`src/rtl/nios2_camera_sdram_lcd_cpu_oci_dtrace_pkg.sv`:
```
// ---------------------------------------------------------------------------
// nios2_camera_sdram_lcd_cpu_oci_dtrace_pkg
// Shared OCI data/control-trace definitions:
//   - trace RAM geometry and fragment packing constants
//   - trace word field offsets: {count @33:30, data @29:0}
//   - arbiter FSM state encodings
//   - pack_word(): assembles a trace RAM word from count and buffer
// ---------------------------------------------------------------------------
package nios2_camera_sdram_lcd_cpu_oci_dtrace_pkg;

  localparam int ADDR_W   = 7;                 // 128-word trace RAM
  localparam int FRAG_W   = 2;                 // trace fragment width
  localparam int NFRAG    = 15;                // fragments per trace word
  localparam int BUF_W    = NFRAG * FRAG_W;    // 30-bit packing buffer
  localparam int CNT_W    = 4;                 // fragment count field width
  localparam int WORD_W   = CNT_W + BUF_W;     // 34-bit RAM word

  localparam int DATA_LSB = 0;
  localparam int DATA_MSB = BUF_W - 1;         // 29
  localparam int CNT_LSB  = BUF_W;             // 30
  localparam int CNT_MSB  = WORD_W - 1;        // 33

  localparam logic [CNT_W-1:0] CNT_FULL = CNT_W'(NFRAG);

  // Arbiter for the shared single-port trace RAM.
  typedef enum logic {
    ARB_IDLE    = 1'b0,
    ARB_RD_WAIT = 1'b1
  } arb_state_t;

  function automatic logic [WORD_W-1:0] pack_word(input logic [CNT_W-1:0] cnt,
                                                  input logic [BUF_W-1:0] data);
    logic [WORD_W-1:0] w;
    w = '0;
    w[CNT_MSB:CNT_LSB]   = cnt;
    w[DATA_MSB:DATA_LSB] = data;
    return w;
  endfunction

endpackage

```
`src/rtl/nios2_camera_sdram_lcd_cpu_oci_dtrace_packer.sv`:
```
// ---------------------------------------------------------------------------
// nios2_camera_sdram_lcd_cpu_oci_dtrace_packer
// Packs 2-bit trace fragments into a 30-bit buffer and emits a completed
// trace word either when 15 fragments are collected or when a flush is
// requested (flush_req pulse or trc_on falling edge) with a non-empty buffer.
// Ports:
//   clk, reset_n          clock, synchronous active-low reset
//   trc_on                trace enable (falling edge forces a flush)
//   frag_valid, frag      fragment strobe and data (ignored while trc_on=0)
//   flush_req             single-cycle flush request
//   push, word            combinational: completed word offered this cycle
//   dct_buffer, dct_count current packing buffer and its fragment count
// ---------------------------------------------------------------------------
module nios2_camera_sdram_lcd_cpu_oci_dtrace_packer
  import nios2_camera_sdram_lcd_cpu_oci_dtrace_pkg::*;
(
  input  logic              clk,
  input  logic              reset_n,
  input  logic              trc_on,
  input  logic              frag_valid,
  input  logic [FRAG_W-1:0] frag,
  input  logic              flush_req,
  output logic              push,
  output logic [WORD_W-1:0] word,
  output logic [BUF_W-1:0]  dct_buffer,
  output logic [CNT_W-1:0]  dct_count
);

  logic             trc_on_q;
  logic             frag_take;
  logic             trc_fall;
  logic             full;
  logic             flush_any;
  logic [BUF_W-1:0] ins_buf;
  logic [CNT_W-1:0] ins_cnt;

  // A fragment arriving in the same cycle as a flush is inserted first, so
  // every decision below works on the post-insert buffer and count.
  always_comb begin
    frag_take = frag_valid & trc_on;
    trc_fall  = trc_on_q & ~trc_on;
    ins_buf   = frag_take ? {dct_buffer[BUF_W-FRAG_W-1:0], frag} : dct_buffer;
    ins_cnt   = dct_count + {{(CNT_W-1){1'b0}}, frag_take};
    full      = (ins_cnt == CNT_FULL);
    flush_any = (flush_req | trc_fall) & (ins_cnt != '0);
    push      = full | flush_any;
    // Newest fragment sits at the LSB, so a partial word is right-aligned.
    word      = pack_word(ins_cnt, ins_buf);
  end

  always_ff @(posedge clk) begin
    if (!reset_n) begin
      trc_on_q   <= 1'b0;
      dct_buffer <= '0;
      dct_count  <= '0;
    end else begin
      trc_on_q <= trc_on;
      if (push) begin
        dct_buffer <= '0;
        dct_count  <= '0;
      end else begin
        dct_buffer <= ins_buf;
        dct_count  <= ins_cnt;
      end
    end
  end

endmodule

```
`src/rtl/nios2_camera_sdram_lcd_cpu_oci_dtrace_ctrl.sv`:
```
// ---------------------------------------------------------------------------
// nios2_camera_sdram_lcd_cpu_oci_dtrace_ctrl
// Data/control-trace controller of the OCI debug block. Completed trace
// words from the packer enter a 2-entry pending FIFO and are written to a
// single-port trace RAM. The RAM port is shared with debugger readback;
// trace writes take priority, reads are served when no word is pending.
//
// Handshakes:
//   dbg_rd_req is held high with a stable dbg_rd_addr until dbg_rd_ack; the
//   ack is a 1-cycle pulse and dbg_rd_data is valid only in that cycle.
//   Unblocked read: request seen in cycle N -> ack in cycle N+2.
//   ram_rdata returns the word addressed by ram_addr one cycle after the RAM
//   samples it (RAM has 1-cycle registered read latency).
//
// Ports:
//   clk, reset_n             clock, synchronous active-low reset
//   trc_on, frag_valid, frag trace enable and fragment input
//   flush_req                flush the partial word
//   dbg_rd_req/addr/ack/data debugger readback
//   ram_we/addr/wdata/rdata  trace RAM port
//   wr_ptr                   next RAM write address
//   wrapped, overflow        sticky status
//   dct_buffer, dct_count    packing state for the OCI monitor
//   arb_hold                 debug stall: while high the arbiter neither
//                            writes nor starts reads; tie low in normal use
//   arb_state                current arbiter state (debug visibility)
// ---------------------------------------------------------------------------
module nios2_camera_sdram_lcd_cpu_oci_dtrace_ctrl
  import nios2_camera_sdram_lcd_cpu_oci_dtrace_pkg::*;
(
  input  logic              clk,
  input  logic              reset_n,
  input  logic              trc_on,
  input  logic              frag_valid,
  input  logic [FRAG_W-1:0] frag,
  input  logic              flush_req,
  input  logic              dbg_rd_req,
  input  logic [ADDR_W-1:0] dbg_rd_addr,
  output logic              dbg_rd_ack,
  output logic [WORD_W-1:0] dbg_rd_data,
  output logic              ram_we,
  output logic [ADDR_W-1:0] ram_addr,
  output logic [WORD_W-1:0] ram_wdata,
  input  logic [WORD_W-1:0] ram_rdata,
  output logic [ADDR_W-1:0] wr_ptr,
  output logic              wrapped,
  output logic              overflow,
  output logic [BUF_W-1:0]  dct_buffer,
  output logic [CNT_W-1:0]  dct_count,
  input  logic              arb_hold,
  output logic              arb_state
);

  arb_state_t        state;

  logic              pk_push;
  logic [WORD_W-1:0] pk_word;

  logic [WORD_W-1:0] fifo_mem [2];
  logic              fifo_rd_idx;
  logic              fifo_wr_idx;
  logic [1:0]        fifo_cnt;

  logic              fifo_empty;
  logic              fifo_full;
  logic              can_write;
  logic              pop;
  logic              bypass;
  logic              fifo_wr;
  logic              drop;
  logic              rd_start;
  logic [WORD_W-1:0] head_word;

  nios2_camera_sdram_lcd_cpu_oci_dtrace_packer u_packer (
    .clk        (clk),
    .reset_n    (reset_n),
    .trc_on     (trc_on),
    .frag_valid (frag_valid),
    .frag       (frag),
    .flush_req  (flush_req),
    .push       (pk_push),
    .word       (pk_word),
    .dct_buffer (dct_buffer),
    .dct_count  (dct_count)
  );

  // A word completing while the FIFO is empty and the arbiter is free is
  // written straight through, so it blocks a concurrent read by one cycle
  // only. In RD_WAIT the word lands in the FIFO and waits.
  always_comb begin
    fifo_empty = (fifo_cnt == 2'd0);
    fifo_full  = (fifo_cnt == 2'd2);
    can_write  = (state == ARB_IDLE) & ~arb_hold;
    pop        = can_write & ~fifo_empty;
    bypass     = can_write & fifo_empty & pk_push;
    head_word  = fifo_empty ? pk_word : fifo_mem[fifo_rd_idx];
    fifo_wr    = pk_push & ~bypass & (~fifo_full | pop);
    drop       = pk_push & ~bypass & fifo_full & ~pop;
    // dbg_rd_ack high means the requester drops its request next cycle;
    // do not start a second read on the still-asserted request.
    rd_start   = can_write & fifo_empty & ~pk_push & dbg_rd_req & ~dbg_rd_ack;
  end

  // Pending FIFO storage: contents need no reset, occupancy does.
  always_ff @(posedge clk) begin
    if (fifo_wr) begin
      fifo_mem[fifo_wr_idx] <= pk_word;
    end
  end

  always_ff @(posedge clk) begin
    if (!reset_n) begin
      fifo_rd_idx <= 1'b0;
      fifo_wr_idx <= 1'b0;
      fifo_cnt    <= 2'd0;
      overflow    <= 1'b0;
    end else begin
      if (fifo_wr) begin
        fifo_wr_idx <= ~fifo_wr_idx;
      end
      if (pop) begin
        fifo_rd_idx <= ~fifo_rd_idx;
      end
      case ({fifo_wr, pop})
        2'b10:   fifo_cnt <= fifo_cnt + 2'd1;
        2'b01:   fifo_cnt <= fifo_cnt - 2'd1;
        default: fifo_cnt <= fifo_cnt;
      endcase
      if (drop) begin
        overflow <= 1'b1;
      end
    end
  end

  // Arbiter FSM with registered RAM-side and ack outputs.
  always_ff @(posedge clk) begin
    if (!reset_n) begin
      state      <= ARB_IDLE;
      ram_we     <= 1'b0;
      ram_addr   <= '0;
      ram_wdata  <= '0;
      wr_ptr     <= '0;
      wrapped    <= 1'b0;
      dbg_rd_ack <= 1'b0;
    end else begin
      ram_we     <= 1'b0;
      ram_addr   <= wr_ptr;
      dbg_rd_ack <= 1'b0;
      case (state)
        ARB_IDLE: begin
          if (pop | bypass) begin
            ram_we    <= 1'b1;
            ram_addr  <= wr_ptr;
            ram_wdata <= head_word;
            wr_ptr    <= wr_ptr + 1'b1;
            if (wr_ptr == '1) begin
              wrapped <= 1'b1;
            end
          end else if (rd_start) begin
            ram_addr <= dbg_rd_addr;
            state    <= ARB_RD_WAIT;
          end
        end
        ARB_RD_WAIT: begin
          // RAM sampled the read address at this edge; data arrives with
          // the ack in the next cycle.
          dbg_rd_ack <= 1'b1;
          state      <= ARB_IDLE;
        end
        default: state <= ARB_IDLE;
      endcase
    end
  end

  assign dbg_rd_data = dbg_rd_ack ? ram_rdata : '0;
  assign arb_state   = state;

endmodule
```
`config.mk`:
```
export PLATFORM = sky130hd
export DESIGN_NAME = nios2_camera_sdram_lcd_cpu_oci_dtrace_ctrl
export DESIGN_NICKNAME = d
export VERILOG_FILES = /design/src/rtl/nios2_camera_sdram_lcd_cpu_oci_dtrace_pkg.sv /design/src/rtl/nios2_camera_sdram_lcd_cpu_oci_dtrace_packer.sv /design/src/rtl/nios2_camera_sdram_lcd_cpu_oci_dtrace_ctrl.sv
export SDC_FILE = /design/constraint.sdc
export NUM_CORES = 1
export LEC_CHECK = 0
export ABC_AREA = 0
export CAP_MARGIN = 20
export CORE_MARGIN = 3
export CORE_UTILIZATION = 31
export CTS_BUF_LIST = sky130_fd_sc_hd__clkbuf_4 sky130_fd_sc_hd__clkbuf_8 sky130_fd_sc_hd__clkbuf_16
export DETAILED_ROUTE_END_ITERATION = 6
export PLACE_DENSITY = 0.6
export REMOVE_ABC_BUFFERS = 1
export SETUP_SLACK_MARGIN = 0.1
export SKIP_LAST_GASP = 1
export SYNTH_ARGS = -nofsm -noshare
export SYNTH_HDL_FRONTEND = slang
export SYNTH_SLANG_ARGS = --single-unit
```
`constraint.sdc`:
```
create_clock -name clk -period 10.8 [get_ports clk]
set_input_delay 2.7 -clock clk [delete_from_list [all_inputs] [get_ports clk]]
set_output_delay 2.7 -clock clk [all_outputs]
set_load 0.02 [all_outputs]
```
# After elaboration in Yosys (flattened, before gate mapping)
# Memory sizes are Yosys's and may differ from the RTL's. A register that Yosys moved wholly into a read port is not among the register bits.
# Index checks and enable logic that the tools add are counted.
# op_classes
bitwise,30
n_mux,16
eq_ne,5
reduce_logical,7
add_sub_neg,4
# ops
cell,count
$mux W34,2
$mux W30,1
$mux W7,3
$and A1 B1 Y1,14
$not A1 Y1,12
$mux W1,8
$add A7 B1 Y7 const B,1
$eq A7 B7 Y1 const B,1
$add A4 B1 Y4,1
$eq A2 B2 Y1 const B,2
$eq A4 B4 Y1 const B,1
$or A1 B1 Y1,4
$pmux W2 S2,1
$reduce_bool A4 Y1,1
$reduce_or A2 Y1,2
$reduce_and A3 Y1,1
$add A2 B1 Y2 const B,1
$eq A2 B1 Y1 const B,1
$logic_not A2 Y1,1
$pmux W1 S2,1
$reduce_and A2 Y1,1
$reduce_bool A2 Y1,1
$sub A2 B1 Y2 const B,1
# totals
output_inout_bits,121
ramBits,68
mem_count,1
in_bits,50
regBits,92
# memory_table
name,depth,width,rd,rd_clocked_by_memory_dff,wr,line,rtl
fifo_mem,2,34,1,1,1,nios2_camera_sdram_lcd_cpu_oci_dtrace_ctrl.sv:59,logic [WORD_W-1:0] fifo_mem [2];

# Longest topological paths before layout
# depth
ltp_word,12
mapped_depth,12
mapped_depth_nobuf,11

# Cells and area by module
# Synthesis repeated with hierarchy kept, for this count alone.
# hier_totals
hier_cells,548
area_unflattened_um2,6681.4
# by_module_without_submodules
module,cells_per_inst,instances,seq_area_each_um2,area_per_inst_um2
nios2_camera_sdram_lcd_cpu_oci_dtrace_ctrl,419,1,3203.1,5111.2
nios2_camera_sdram_lcd_cpu_oci_dtrace_packer,129,1,700.7,1570.3

# Least setup slack after synthesis
# OpenSTA, ideal clock, no wires.
# synth_path
kind,input port to flip-flop
startpoint,input frag_valid
endpoint,memory fifo_mem[0][0] (netlist bit) (enable)
setup_slack_ns,4.314
required_ns,10.375
path_buffers,1
cell_stages,9
setup_time_ns,0.425
arrival_ns,6.061
cell_sequence,nand2_1 buf_1 inv_1 ha_1 ha_1 xor2_2 o32ai_2 a221o_1 nor2_1
# synth_via
elab_chain_len,11
elab_cells_between_ends,12
# synth_rtl
element,line,rtl
start: declaration,nios2_camera_sdram_lcd_cpu_oci_dtrace_ctrl.sv:34,"input logic frag_valid,"
$and A1 B1 Y1 *,nios2_camera_sdram_lcd_cpu_oci_dtrace_packer.sv:40,frag_take = frag_valid & trc_on;
$add A4 B1 Y4 *,nios2_camera_sdram_lcd_cpu_oci_dtrace_packer.sv:43,"ins_cnt = dct_count + {{(CNT_W-1){1'b0}}, frag_take};"
via pk_word[32],nios2_camera_sdram_lcd_cpu_oci_dtrace_ctrl.sv:57,logic [WORD_W-1:0] pk_word;
$reduce_bool A4 Y1,nios2_camera_sdram_lcd_cpu_oci_dtrace_packer.sv:45,flush_any = (flush_req | trc_fall) & (ins_cnt != '0);
$and A1 B1 Y1,nios2_camera_sdram_lcd_cpu_oci_dtrace_packer.sv:45,
$or A1 B1 Y1 *,nios2_camera_sdram_lcd_cpu_oci_dtrace_packer.sv:46,push = full | flush_any;
$and A1 B1 Y1,nios2_camera_sdram_lcd_cpu_oci_dtrace_ctrl.sv:95,bypass = can_write & fifo_empty & pk_push;
$not A1 Y1,nios2_camera_sdram_lcd_cpu_oci_dtrace_ctrl.sv:97,fifo_wr = pk_push & ~bypass & (~fifo_full | pop);
$and A1 B1 Y1 * (2 in series),nios2_camera_sdram_lcd_cpu_oci_dtrace_ctrl.sv:97,
$mux W1 *,nios2_camera_sdram_lcd_cpu_oci_dtrace_ctrl.sv:106,if (fifo_wr) begin
$mux W1 (implied by the code) *,nios2_camera_sdram_lcd_cpu_oci_dtrace_ctrl.sv:107,fifo_mem[fifo_wr_idx] <= pk_word;
end: declaration,nios2_camera_sdram_lcd_cpu_oci_dtrace_ctrl.sv:59,
# Mark *: on every way through the listed nets, which the timed path passes. The rest lies on a longest branch.

# Worst setup path after layout
# layout_path
startpoint,input ram_rdata[2]
endpoint,output dbg_rd_data[2]
# layout_via
elab_chain_len,1
# layout_rtl
element,line,rtl
start: declaration,nios2_camera_sdram_lcd_cpu_oci_dtrace_ctrl.sv:44,"input logic [WORD_W-1:0] ram_rdata,"
$mux W34,nios2_camera_sdram_lcd_cpu_oci_dtrace_ctrl.sv:175,assign dbg_rd_data = dbg_rd_ack ? ram_rdata : '0;
end: declaration,nios2_camera_sdram_lcd_cpu_oci_dtrace_ctrl.sv:40,"output logic [WORD_W-1:0] dbg_rd_data,"
# No other way between the ends.

==> results.py <==
metrics = {
    "run_status": {
        "outcome": "complete, no violations",
    },
    "clocking": {
        "cts_buffer_depth": 2,
        "cts_buffers": 17,
        "cts_setup_buffers": 0,
        "cts_resized": 0,
        "cts-hold-fix-buffers": 0,
        "clkTransAtPathRegs_ps": 60,
        "clkLatencyLatePin_ps": 420,
        "cts_htree_levels": 4,
        "cts-root-buf": "clkbuf_16",
        "cts_sinks": 161,
        "cts_tree": "yes",
    },
    "final_layout": {
        "nFillCells": 1929,
        "antennaDiodeCount": 0,
        "syn2layout_area_growth_pct": 38.7,
        "drive_above_1_share_pct": 6.19,
        "design_area_um2": 9110,
        "final_core_util_pct": 44.4,
        "fin_nets": 800,
    },
    "die": {
        "die_h_um": 152,
        "start_util_pct": 32.0,
        "dieArea_um2": 23000,
        "coreArea_um2": 20500,
        "ios": 171,
        "fp.dieW_um": 152,
        "num_rows": 52,
    },
    "worst_hold_path": {
        "min_path_type": "reg -> reg",
    },
    "sta": {
        "setup-tns-final_ps": 0,
        "rsz0062_at_grt": "no",
        "fmax_ghz": 0.151,
        "timing.final.crit_share_pct": 61.3,
        "worst_slew_pin_slew_ps": 1030,
        "maxSlewHeadroom_pct": 30.8,
        "setup_viol": 0,
        "fin_skew_ps": 8.24,
        "fin_crit_ps": 6620,
        "drv_slew": 0,
        "finalHoldViolations": 0,
    },
    "route": {
        "drc": 0,
        "vias": 4598,
        "first_iter_violations": 184,
        "via_per_inst": 4.47,
        "wl_per_cell_um": 15.2,
        "firstDrtPassIters": 5,
        "routed_wl_mm": 15.6,
        "drtAntennaViolNets": 0,
    },
    "yosys": {
        "synth_fa_ha_area_share_pct": 0.762,
        "syn_inst": 593,
        "ys_ff_latch": 161,
        "synth-simple-area-share_pct": 13.2,
        "synth_xor_area_share_pct": 1.18,
        "syn_avg_cell_area_um2": 11.1,
        "synth_area_um2": 6570,
        "synth_top_family_by_area": "simple AND/OR/NAND/NOR gates",
        "synth-compound-area-share_pct": 8.86,
        "synthMuxAreaShare_pct": 11.6,
        "yosysUniqueCellTypes": 36,
        "ys_seq_area_share_pct": 59.4,
        "synth_warnings": 0,
    },
    "placement": {
        "place_congestion": 0.723,
        "port_buffers": 170,
        "placed_area_um2": 8450,
        "hpwl_mm": 10.0,
    },
    "setup_path": {
        "r2r_setup_slack_ps": 7850,
        "critPathArrivalTime_ps": 3920,
        "worstPathRequired_ps": 8100,
        "crit_path_start_kind": "input port",
        "cp_max_fo": 1,
        "reg2regPathDepth": 6,
        "worstReg2RegEnd": "fifo_mem[0][10]$_DFFE_PP_",
        "worstSetupPathType": "in -> out",
        "crit_path_start": "ram_rdata[2]",
        "cp-end-kind": "output port",
        "crit_end": "dbg_rd_data[2]",
        "r2r-start": "u_packer.dct_count[0]$_SDFF_PP0_",
    },
    "pwr": {
        "power.density_nw_per_um2": 162,
        "power_leakage_nw": 3.53,
        "max-vdd-ir-drop_uv": 123,
        "power_mw": 1.47,
    },
    "global_routing": {
        "antenna_found_initial": 0,
        "grt_pass1_wl_mm": 25.0,
        "grt_max_degree": 98,
        "grt_pass1_vias": 4708,
        "globalRouteTotalUtil_pct": 14.0,
        "grt_overflow": 0,
    },
    "run": {
        "max_cap_violations": 0,
    },
}
-- worst min path at each step --
stage | start | end | slack [ps] | cells after the start
after CTS | ram_wdata[13]$_SDFFE_PN0P_ | ram_wdata[13]$_SDFFE_PN0P_ | 450 | 2
after detailed placement | ram_wdata[9]$_SDFFE_PN0P_ | ram_wdata[9]$_SDFFE_PN0P_ | 440 | 2
after global routing | ram_wdata[27]$_SDFFE_PN0P_ | ram_wdata[27]$_SDFFE_PN0P_ | 470 | 2
after floorplan | fifo_rd_idx$_SDFFE_PN0P_ | flip-flop | 480 | 2
after global placement | ram_wdata[9]$_SDFFE_PN0P_ | ram_wdata[9]$_SDFFE_PN0P_ | 440 | 2
final | ram_wdata[13]$_SDFFE_PN0P_ | ram_wdata[13]$_SDFFE_PN0P_ | 440 | 2
-- layer usage --
layer | GRT usage [%] | wire length [µm] | vias up
met3 | 3.57 | 687 | 17
met2 | 23.8 | 7520 | 87
met1 | 17.9 | 7240 | 2130
met5 | 0 | 0 | -
met4 | 3.77 | 167 | 0
li1 | - | - | 2364
-- worst max-delay path: stages --
cell and delay, ps:
clkdlybuf4s50_1 450, and2_1 160, clkdlybuf4s50_1 620
-- through the flow --
stage	setup WS, ps	instances	hold slack [ps]
after floorplan	3870	553	481
after global placement	4070	996	436
after detailed placement	4030	996	441
after CTS	4180	1028	450
after global routing	4160	1029	472
final	4180	1029	444
-- cell families (layout without fill, tap and decap cells) --
family                   count (synthesis)  in the layout
AND/OR/NAND/NOR                        189            189
flip-flops                             161            161
AO/OA/AOI/OAI                           79             79
multiplexers                            76             76
buffers and inverters                   76            242
XOR/XNOR                                 8              8
adder cells (fa/ha/maj)                  4              4
-- Yosys cell counts --
library cell  count  area share (%)
and3_1            7            0.67
xnor2_1           4            0.53
o21ai_1          35             2.7
o2111ai_1        34             4.5
buf_1             5            0.29
nor2_1           43             2.5
nand3_1           3            0.23
or3_1             1           0.095
nor4b_1           1            0.13
a21o_1            1            0.11
a311oi_4          1            0.40
a21oi_1           1           0.076
o32ai_2           1            0.25
dfxtp_1          93              28
a211oi_1          1            0.11
nand4_2           1            0.19
nand2_1          85             4.9
buf_6             5            0.86
o21a_1            1            0.11
mux2i_1          76              12
clkbuf_1         27             1.5
buf_2             3            0.23
nor2b_1           2            0.19
nand4_1           1           0.095
a2111oi_2         1            0.23
inv_1            36             2.1
or2_0             1           0.095
ha_1              4            0.76
a41oi_1           1            0.13
o21ai_0           1           0.076
nand2b_1          5            0.48
edfxtp_1         68              31
xor2_2            1            0.25
a221o_1           1            0.15
and2_1           39             3.7
xor2_1            3            0.40
-- state kept, by name, summed over array words and instances, names as in the netlist, named ones only --
signal,flops
ram_addr,7
u_packer.dct_buffer,30
overflow,1
fifo_wr_idx,1
fifo_rd_idx,1
arb_state,1
wrapped,1
u_packer.trc_on_q,1
dbg_rd_ack,1
fifo_cnt,2
u_packer.dct_count,4
ram_wdata,34
ram_we,1
wr_ptr,7
fifo_mem,68
-- where the power goes --
group          total [mW]  internal [mW]  leakage [nW]  switching [mW]
Combinational       0.184         0.0746          1.84           0.110
Sequential          0.662          0.651          1.39          0.0116
Clock               0.627          0.388         0.302           0.239
Total                1.47           1.11          3.53           0.360
-- layout make-up --
class | count | area [µm²] | area share (%)
multi-input cells | 356 | 2350 | 25.9
repair buffers | 174 | 1740 | 19.1
well taps | 270 | 338 | 3.71
clock buffers | 22 | 515 | 5.66
flip-flops and latches | 161 | 3910 | 42.9
clock inverters | 10 | 119 | 1.30
inverters | 36 | 135 | 1.48
-- placed cells by master (no fill, tap or decap), drive strengths merged, types with 2 or more instances in the layout --
master / instances
and2: 39
and3: 7
buf: 5
bufinv: 2
clkbuf: 22
clkdlybuf4s50: 169
clkinv: 2
clkinvlp: 4
dfxtp: 93
edfxtp: 68
ha: 4
inv: 38
mux2i: 76
nand2: 85
nand2b: 5
nand3: 3
nand4: 2
nor2: 43
nor2b: 2
o2111ai: 34
o21ai: 36
xnor2: 4
xor2: 4
(Power assumes the default switching activity.)
